[src/rtl/game_link_pkg.sv]
// Shared constants and state types for both ends of the two-board game link.
package game_link_pkg;

    localparam logic [7:0] SYNC_BYTE  = 8'hA5;
    localparam logic [7:0] TYPE_START = 8'h01;
    localparam logic [7:0] TYPE_SCORE = 8'h02;
    localparam int unsigned FRAME_BYTES = 5;

    typedef enum logic [2:0] {
        FR_IDLE,
        FR_SYNC,
        FR_TYPE,
        FR_PHI,
        FR_PLO,
        FR_CHK
    } frame_state_t;

    typedef enum logic [1:0] {
        SER_IDLE,
        SER_START_BIT,
        SER_DATA,
        SER_STOP_BIT
    } ser_state_t;

    function automatic logic [7:0] frame_checksum(input logic [7:0] typ, input logic [15:0] payload);
        return typ ^ payload[15:8] ^ payload[7:0];
    endfunction

endpackage

[src/rtl/game_link_tx_uart.sv]
// 8N1 byte serializer: start bit, 8 data bits LSB first, stop bit, each DIV cycles long.
module uart_tx_byte
    import game_link_pkg::*;
#(
    parameter int unsigned DIV = 651
) (
    input  logic       pclk,
    input  logic       rst,
    input  logic       load,
    input  logic [7:0] data,
    output logic       tx,
    output logic       byte_done
);

    localparam int unsigned CW = (DIV > 2) ? $clog2(DIV) : 1;
    localparam logic [CW-1:0] BAUD_LAST = CW'(DIV - 1);

    ser_state_t    state, state_nx;
    logic [CW-1:0] baud_cnt, baud_nx;
    logic [2:0]    bit_idx, bit_nx;
    logic [7:0]    shreg, shreg_nx;
    logic          tx_nx;

    // Combinational so the frame FSM can reload on the very edge the stop bit ends.
    assign byte_done = (state == SER_STOP_BIT) && (baud_cnt == BAUD_LAST);

    always_comb begin
        state_nx = state;
        baud_nx  = baud_cnt;
        bit_nx   = bit_idx;
        shreg_nx = shreg;
        tx_nx    = tx;
        if (load) begin
            state_nx = SER_START_BIT;
            baud_nx  = '0;
            bit_nx   = '0;
            shreg_nx = data;
            tx_nx    = 1'b0;
        end else if (state != SER_IDLE) begin
            if (baud_cnt != BAUD_LAST) begin
                baud_nx = baud_cnt + CW'(1);
            end else begin
                baud_nx = '0;
                case (state)
                    SER_START_BIT: begin
                        state_nx = SER_DATA;
                        tx_nx    = shreg[0];
                        shreg_nx = {1'b0, shreg[7:1]};
                    end
                    SER_DATA: begin
                        if (bit_idx == 3'd7) begin
                            state_nx = SER_STOP_BIT;
                            tx_nx    = 1'b1;
                        end else begin
                            bit_nx   = bit_idx + 3'd1;
                            tx_nx    = shreg[0];
                            shreg_nx = {1'b0, shreg[7:1]};
                        end
                    end
                    SER_STOP_BIT: state_nx = SER_IDLE;
                    default:      state_nx = SER_IDLE;
                endcase
            end
        end
    end

    always_ff @(posedge pclk or negedge rst) begin
        if (!rst) begin
            state    <= SER_IDLE;
            baud_cnt <= '0;
            bit_idx  <= '0;
            shreg    <= '0;
            tx       <= 1'b1;
        end else begin
            state    <= state_nx;
            baud_cnt <= baud_nx;
            bit_idx  <= bit_nx;
            shreg    <= shreg_nx;
            tx       <= tx_nx;
        end
    end

endmodule

[src/rtl/game_link_tx.sv]
// Game link transmitter: request flags, START/SCORE arbitration and 5-byte frame sequencing.
module game_link_tx
    import game_link_pkg::*;
#(
    parameter int unsigned CLK_HZ = 75_000_000,
    parameter int unsigned BAUD   = 115_200
) (
    input  logic        pclk,
    input  logic        rst,
    input  logic        req_start,
    input  logic        req_score,
    input  logic [15:0] score,
    output logic        tx,
    output logic        busy,
    output logic        done
);

    localparam int unsigned DIV = CLK_HZ / BAUD;

    frame_state_t state, state_nx;
    logic         pend_start, pend_score;
    logic [7:0]   cur_type;
    logic [15:0]  payload;
    logic         launch, load, end_frame, byte_done;
    logic [7:0]   load_data;

    always_comb begin
        state_nx  = state;
        launch    = 1'b0;
        load      = 1'b0;
        end_frame = 1'b0;
        load_data = SYNC_BYTE;
        case (state)
            FR_IDLE: begin
                if (pend_start || pend_score) begin
                    launch   = 1'b1;
                    load     = 1'b1;
                    state_nx = FR_SYNC;
                end
            end
            FR_SYNC: if (byte_done) begin
                load      = 1'b1;
                load_data = cur_type;
                state_nx  = FR_TYPE;
            end
            FR_TYPE: if (byte_done) begin
                load      = 1'b1;
                load_data = payload[15:8];
                state_nx  = FR_PHI;
            end
            FR_PHI: if (byte_done) begin
                load      = 1'b1;
                load_data = payload[7:0];
                state_nx  = FR_PLO;
            end
            FR_PLO: if (byte_done) begin
                load      = 1'b1;
                load_data = frame_checksum(cur_type, payload);
                state_nx  = FR_CHK;
            end
            FR_CHK: if (byte_done) begin
                end_frame = 1'b1;
                // Relaunch on the same edge so back-to-back frames have no idle gap.
                if (pend_start || pend_score) begin
                    launch   = 1'b1;
                    load     = 1'b1;
                    state_nx = FR_SYNC;
                end else begin
                    state_nx = FR_IDLE;
                end
            end
            default: state_nx = FR_IDLE;
        endcase
    end

    always_ff @(posedge pclk or negedge rst) begin
        if (!rst) begin
            state      <= FR_IDLE;
            pend_start <= 1'b0;
            pend_score <= 1'b0;
            cur_type   <= '0;
            payload    <= '0;
            busy       <= 1'b0;
            done       <= 1'b0;
        end else begin
            state      <= state_nx;
            busy       <= (state_nx != FR_IDLE);
            done       <= end_frame;
            // A request on the launch edge of its own type merges into that frame.
            pend_start <= (launch && pend_start) ? 1'b0 : (pend_start | req_start);
            pend_score <= (launch && !pend_start && pend_score) ? 1'b0 : (pend_score | req_score);
            if (launch) begin
                cur_type <= pend_start ? TYPE_START : TYPE_SCORE;
                payload  <= pend_start ? 16'h0000 : score;
            end
        end
    end

    uart_tx_byte #(.DIV(DIV)) u_uart (
        .pclk      (pclk),
        .rst       (rst),
        .load      (load),
        .data      (load_data),
        .tx        (tx),
        .byte_done (byte_done)
    );

endmodule
[config.mk]
export PLATFORM = sky130hd
export DESIGN_NAME = game_link_tx
export DESIGN_NICKNAME = d
export VERILOG_FILES = /design/src/rtl/game_link_pkg.sv /design/src/rtl/game_link_tx_uart.sv /design/src/rtl/game_link_tx.sv
export SDC_FILE = /design/constraint.sdc
export NUM_CORES = 1
export LEC_CHECK = 0
export CAP_MARGIN = 0
export CORE_MARGIN = 2
export CORE_UTILIZATION = 48
export DETAILED_ROUTE_END_ITERATION = 10
export GPL_ROUTABILITY_DRIVEN = 0
export GPL_TIMING_DRIVEN = 0
export PLACE_DENSITY_LB_ADDON = 0.08
export REMOVE_ABC_BUFFERS = 1
export SYNTH_ARGS = -nofsm -noshare
export SYNTH_HDL_FRONTEND = slang
export SYNTH_SLANG_ARGS = --single-unit
[constraint.sdc]
create_clock -name pclk -period 3.65 [get_ports pclk]
set_clock_uncertainty 0.2 [all_clocks]
set_input_delay 1.095 -clock pclk [delete_from_list [all_inputs] [get_ports pclk]]
set_output_delay 1.095 -clock pclk [all_outputs]
set_load 0.03 [all_outputs]
======== Word level (Yosys, flattened, before mapping) ========
Cells that the tools add are included.
operators by class
  shift-type cells ........................ 0
  multipliers ............................. 0
  magnitude comparators ................... 0
  muxes and demuxes ....................... 46
  add/subtract/negate cells ............... 2
  eq/ne operators ......................... 15
  divide/modulo/power cells ............... 0
  bitwise operators ....................... 4
  reductions and logical operators ........ 17
operators by type and width
  kind                     count
  $mux W8                  8
  $mux W3                  11
  $pmux W8 S4              1
  $mux W10                 3
  $pmux W3 S6              1
  $mux W16                 1
  $pmux W8 S2              1
  $xor A8 B8 Y8            2
  $mux W1                  11
  $add A10 B1 Y10 const B  1
  $eq A10 B10 Y1 const B   1
  $mux W2                  5
  $ne A10 B10 Y1 const B   1
  $eq A3 B3 Y1 const B     3
  $reduce_and A4 Y1        2
  $eq A3 B2 Y1 const B     2
  $reduce_and A3 Y1        2
  $reduce_bool A2 Y1       3
  $reduce_bool A3 Y1       2
  $eq A2 B2 Y1 const B     2
  $logic_and A1 B1 Y1      4
  $ne A2 B2 Y1 const B     2
  $pmux W1 S2              2
  $pmux W2 S2              1
  other kinds (11)         12
storage, ports and cells
  logic and storage cells ................. 96
  bits in latches ......................... 0
  input bits .............................. 20
  output and inout port bits .............. 3
  memory bits (writable) .................. 0
  memories ................................ 0
  flip-flop bits (word level) ............. 55
  memory bits (read-only) ................. 0

======== Depth between registers and ports, before layout ========
Gate-level depths: netlist of run 1.
  depth in word-level cells ............... 7
  gate-level depth with buffers ........... 10

======== By module ========
A second synthesis of run 1 with hierarchy kept.
second synthesis, totals
  cell total of the unflattened synthesis .. 286
  area, all modules ....................... 2,786.4 µm²
by module, submodules not included
  module        cells each  times used  area an instance (µm²)
  game_link_tx  139         1           1,415.1
  uart_tx_byte  147         1           1,371.3

======== Worst setup path after synthesis of run 1 ========
No wires, ideal clock.
  path kind ............................... reg2reg
  from .................................... register u_uart.state[0]
  to ...................................... register payload[0]
  clock period less this slack ............ 2.354 ns
  data required time ...................... 3.384 ns
  path buffers ............................ 3
  cell stages (with the launch flop) ...... 10
  arrival time ............................ 2.087 ns
  library setup time ...................... 0.066 ns
  slack ................................... 1.296 ns
  cells stage by stage .................... dfrtp_1 ha_1 nor4bb_1 or4b_1 buf_6 o21ai_4 and3b_1 buf_6 buf_12 a22o_1
between the ends
  longest elaborated chain between the ends .. 4
ends and longest elaborated chain
  item                    RTL line                 source
  start, declared         game_link_tx_uart.sv:18  ser_state_t state, state_nx;
  start signal, assigned  game_link_tx_uart.sv:75  state <= state_nx;
  $eq A2 B2 Y1            game_link_tx_uart.sv:25  assign byte_done = (state == SER_STOP_BIT) && (baud_cnt == BAUD_LAST);
  $logic_and A1 B1 Y1     game_link_tx_uart.sv:25
  $mux W1                 game_link_tx.sv:61       FR_CHK: if (byte_done) begin
  $pmux W1 S2             game_link_tx.sv:33       case (state)
  end signal, assigned    game_link_tx.sv:94       payload <= pend_start ? 16'h0000 : score;
  end, declared           game_link_tx.sv:23       logic [15:0] payload;
Every way passes these cells.
A chain may end at the register's enable or synchronous reset.

======== Final worst setup path of run 1 ========
  from .................................... register u_uart.state[1]
  to ...................................... register u_uart.baud_cnt[6]
between the ends
  longest elaborated chain between the ends .. 5
  elaborated cells between the ends (all ways) .. 8
ends and longest elaborated chain
  item                                                   RTL line                 source
  $eq A2 B2 Y1                                           game_link_tx_uart.sv:25
  $logic_and A1 B1 Y1                                    game_link_tx_uart.sv:25
  $mux W1 (on tied branches)                             n/a
  $pmux W1 S3                                            game_link_tx.sv:33
  $mux W10 / $reduce_bool A2 Y1 (equally long branches)  n/a
  end signal, assigned                                   game_link_tx_uart.sv:76  baud_cnt <= baud_nx;
  end, declared                                          game_link_tx_uart.sv:19  logic [CW-1:0] baud_cnt, baud_nx;
Parallel ways exist; a longest one is shown, timed or not.

==> summary.md, run 1 <==
| Metric | Value |
|---|---|
| Status | finished, final reports clean |
| Crit. End Element | flip-flop |
| PnR Total Power | 1160 uW |
| Antenna Violating Nets Remaining | 0 |
| Row count | 27 |
| Area taken by multi-input logic gates | around 0.0014 sq mm |
| Cell variety after synth | 52 |
| Post-Syn Area | approximately 0.0027 sq mm |
| CTS tree | done |
| NumNets Final | between 300 and 400 |
| Routed wire length | 5.33 mm |
| Post-synth top area share | 0.438 |
| Hold Path Origin | payload[13]$_DFFE_PN0N_ |
| R2R Setup Slk | 0.52 ns |
| First-pass GRT wire length | 9.27 mm |
| GRT Overall Usage | 0.189 |
| Synth cell count leaders | dfrtp_1, nand2_1, nor2_1, a22o_1, o21ai_0 |
| HPWL Detailed | about 3.8 mm |
| CORE AREA | approximately 0.0055 sq mm |
| Avg Inst Size Synth | 10.0 sq um |
| Port Buffer Count | 22 |
| Multiplexer area fraction after synthesis | 0.0306 |
| Post-layout instance area | slightly above 0.003 sq mm |
| Worst-path fanout max | 13 |
| Cell count after synthesis | approximately 270 |
| Hold Path Sink | payload[13]$_DFFE_PN0N_ |
| Final period util | 0.858 |
| Leakage | 0.00136 uW |
| Num ports | 23 |
| Clock Latency Late Sink | 0.31 ns |
| Reg2reg end | u_uart.baud_cnt[6]$_DFFE_PN0P_ |
| WP data required | 3.68 ns |
| Clock root buffer | clkbuf_8 |
| Largest family of logic cells by synthesized area | compound AO/OA/AOI/OAI gates |
| Remaining DRCs | 0 |
| Startpoint Class | flip-flop |
| Post-synthesis register bit count | slightly below 50 |
| WHS | about 0.33 ns |
| Synth Area in XOR/XNOR | 0.0383 |
| DIE WIDTH | between 70 and 80 microns |
| Dominant register cell in the synthesized netlist | dfrtp_1 |
| Final Hold Vio Count | 0 |
| Number of flops mapped to enable cells by yosys | 0 |
| Pwr/cell area | 378 mW/mm^2 |
| Simple logic cell fraction of the synthesized area | 0.168 |
| WP data arrival | around 3.2 ns |
| Initial Utilization | 0.498 |
| Clock sink count | slightly below 50 |
| Reg2Reg Depth | 6 |
| Max-cap violation count | 0 |
| Area contributors post-synth | dfrtp_1, a22o_1, ha_1 |
| Adder-cell share of the synthesized area | 0.0365 |
| Number of fill cells | 502 |
| Largest net degree at the start of global routing | just over 40 |
| Count leader, synth | dfrtp_1 |
| WL met3 | 174 microns |
| DRT met1 WL | ~2.6 mm |
| Register Area | between 0.001 and 0.0015 sq mm |
| RSZ-0062 raised after global routing | false |
| Fmax | 0.319 GHz |
| Async SR Flop Fraction | 1.00 |
| Detailed Route Iter0 Violations | between 80 and 90 |
| Post-DR vias/cell | 5.75 |
| Vias in the first global route | 1971 |
| TNS Setup | 0 ns |
| Setup Buffers After CTS | 0 |
| Clock buffer count from CTS | 5 |
| Initial antenna violation count | 0 |
| Antenna fix cells | 0 |
| DR WL/cell | between 10 and 15 microns |
| Slew Viols, Final | 0 |
| DP Worst Slack | about 0.6 ns |
| Hold/Removal Path Class | reg2reg |
| GR Overflow Total | 0 |
| CTS Buffer Depth | 2 |
| Metal2 WL | about 2.5 mm |
| Synth warn | 0 |
| Largest area contributor in the netlist | dfrtp_1 |
| Initial DRT Pass Iterations | 4 |
| Worst vdd rail ir drop | 0.000201 V |
| Layout cell share with drive strength beyond 1 | 0.0651 |
| PostCTS Resize Cnt | 0 |
| Worst setup margin | 0.518 ns |
| Overall die height | between 70 and 80 microns |
| H-tree Lvls | 2 |
| # setup viols final | 0 |
| Worst-margin pin slew | about 0.79 ns |
| Synth Area in Compound Gates | 0.233 |
| Clock-pin transition on the worst setup and hold timing paths | 0.09 ns |
| Hold-fix buffer count after cts | 0 |
| Die area | about 0.0063 sq mm |
| Vias | ~2100 |
| Slew Limit Headroom | 0.470 |
| Post-route minimum period | ~3.1 ns |
| Hold Path Depth | 1 |
| Area Growth Syn to Fin | 12.2% |
| Crit Path Class | reg2reg |
| Area of placed instances | 0.00299 sq mm |
| Seq/Total Area, Yosys | 0.448 |
| Highest routed layer | met4 |
| Worst reg2reg startpoint | u_uart.state[1]$_DFFE_PN0P_ |
==> power by group <==
| part | switching, uW | leakage [uW] | internal [uW] |
|---|---|---|---|
| registers | 69.4 | 0.000617 | 601 |
| logic | 78.2 | 0.000707 | 97.7 |
| clock network | 181 | 0.0000385 | 136 |
| total | 328 | 0.00136 | 835 |
==> state kept, by name (all words and copies together) (netlist names) <==
signal,cells
busy,1
cur_type,2
done,1
payload,16
pend_score,1
pend_start,1
state,3
u_uart.baud_cnt,10
u_uart.bit_idx,3
u_uart.shreg,8
u_uart.state,2
u_uart.tx,1
==> worst max-delay path by stage <==
stage	startpoint	end	slack [ns]	cells past startpoint
floorplan	u_uart.state[0]$_DFFE_PN0P_	payload[0]$_DFFE_PN0N_	1.15	6
global placement	rst	payload[11]$_DFFE_PN0N_	-0.16	1
detailed placement	u_uart.state[1]$_DFFE_PN0P_	u_uart.baud_cnt[6]$_DFFE_PN0P_	0.60	6
CTS	u_uart.state[1]$_DFFE_PN0P_	u_uart.baud_cnt[6]$_DFFE_PN0P_	0.53	6
global route	u_uart.state[1]$_DFFE_PN0P_	u_uart.baud_cnt[6]$_DFFE_PN0P_	0.29	6
finish	u_uart.state[1]$_DFFE_PN0P_	u_uart.baud_cnt[6]$_DFFE_PN0P_	0.52	6
==> worst max-delay path, stage by stage (launching register included) <==
cell	delay, ns
dfrtp_1	0.41
ha_1	0.24
nor4bb_1	0.35
nor3b_2	0.69
o22ai_1	0.44
or4_1	0.56
a21boi_1	0.16
==> cell usage in the layout (no fill, tap or decap), types with 3 or more instances in the layout <==
| cell type | n |
|---|---|
| a22o_1 | 18 |
| xor2_1 | 8 |
| inv_1 | 12 |
| a21oi_1 | 13 |
| mux2_2 | 3 |
| nor2_1 | 19 |
| a21boi_1 | 6 |
| or3_1 | 6 |
| nor3_1 | 5 |
| nand2_1 | 22 |
| ha_1 | 8 |
| a2bb2oi_1 | 5 |
| xnor2_1 | 4 |
| clkbuf_8 | 5 |
| o21ai_0 | 16 |
| dfrtp_1 | 48 |
| a31oi_1 | 5 |
| nor2b_1 | 3 |
| mux2i_1 | 5 |
| o2bb2ai_1 | 4 |
| a22oi_1 | 7 |
| a211oi_1 | 3 |
| clkdlybuf4s50_1 | 21 |
| nand2b_1 | 3 |
| nand3_1 | 5 |
==> logic make-up (layout without fill, tap and decap cells) <==
| group | count (synthesis) | count (layout) |
|---|---|---|
| compound gates | 90 | 90 |
| simple gates | 81 | 81 |
| flops | 49 | 49 |
| buf+inv | 25 | 44 |
| xor+xnor | 12 | 12 |
| fa+ha+maj | 8 | 8 |
| mux | 8 | 8 |
==> layer usage <==
layer / vias up / track usage
li1: 1036 / -
met1: 1013 / 0.258
met2: 37 / 0.297
met3: 6 / 0.0407
met4: 0 / 0.0621
met5: - / 0
==> metrics by stage <==
| step | cells | utilization |
|---|---|---|
| 6_report | 364 | 0.559 |
| 3_5_place_dp | 356 | 0.544 |
| 3_3_place_gp | 354 | 0.539 |
| 2_1_floorplan | 260 | - |
| 5_1_grt | 364 | 0.559 |
| 4_1_cts | 364 | 0.559 |
==> area by class of cell <==
cell class / instances / share of cell area
clock buffer: 7 / 0.0248
clock inverter: 1 / 0.00244
inverter: 12 / 0.0146
multi-input combinational: 199 / 0.451
sequential: 49 / 0.399
tap: 72 / 0.0293
timing repair buffer: 24 / 0.0789
No activity file was read; power rests on OpenSTA's default activity.
==> run 2, diff against run 1 <==
--- a/config.mk
+++ b/config.mk
@@ -13,6 +13,7 @@
 export GPL_TIMING_DRIVEN = 0
 export PLACE_DENSITY_LB_ADDON = 0.08
 export REMOVE_ABC_BUFFERS = 1
+export SKIP_CTS_REPAIR_TIMING = 1
 export SYNTH_ARGS = -nofsm -noshare
 export SYNTH_HDL_FRONTEND = slang
 export SYNTH_SLANG_ARGS = --single-unit
==> results of run 2 <==
The final DEF is identical to that of run 1; final timing and power are the same.
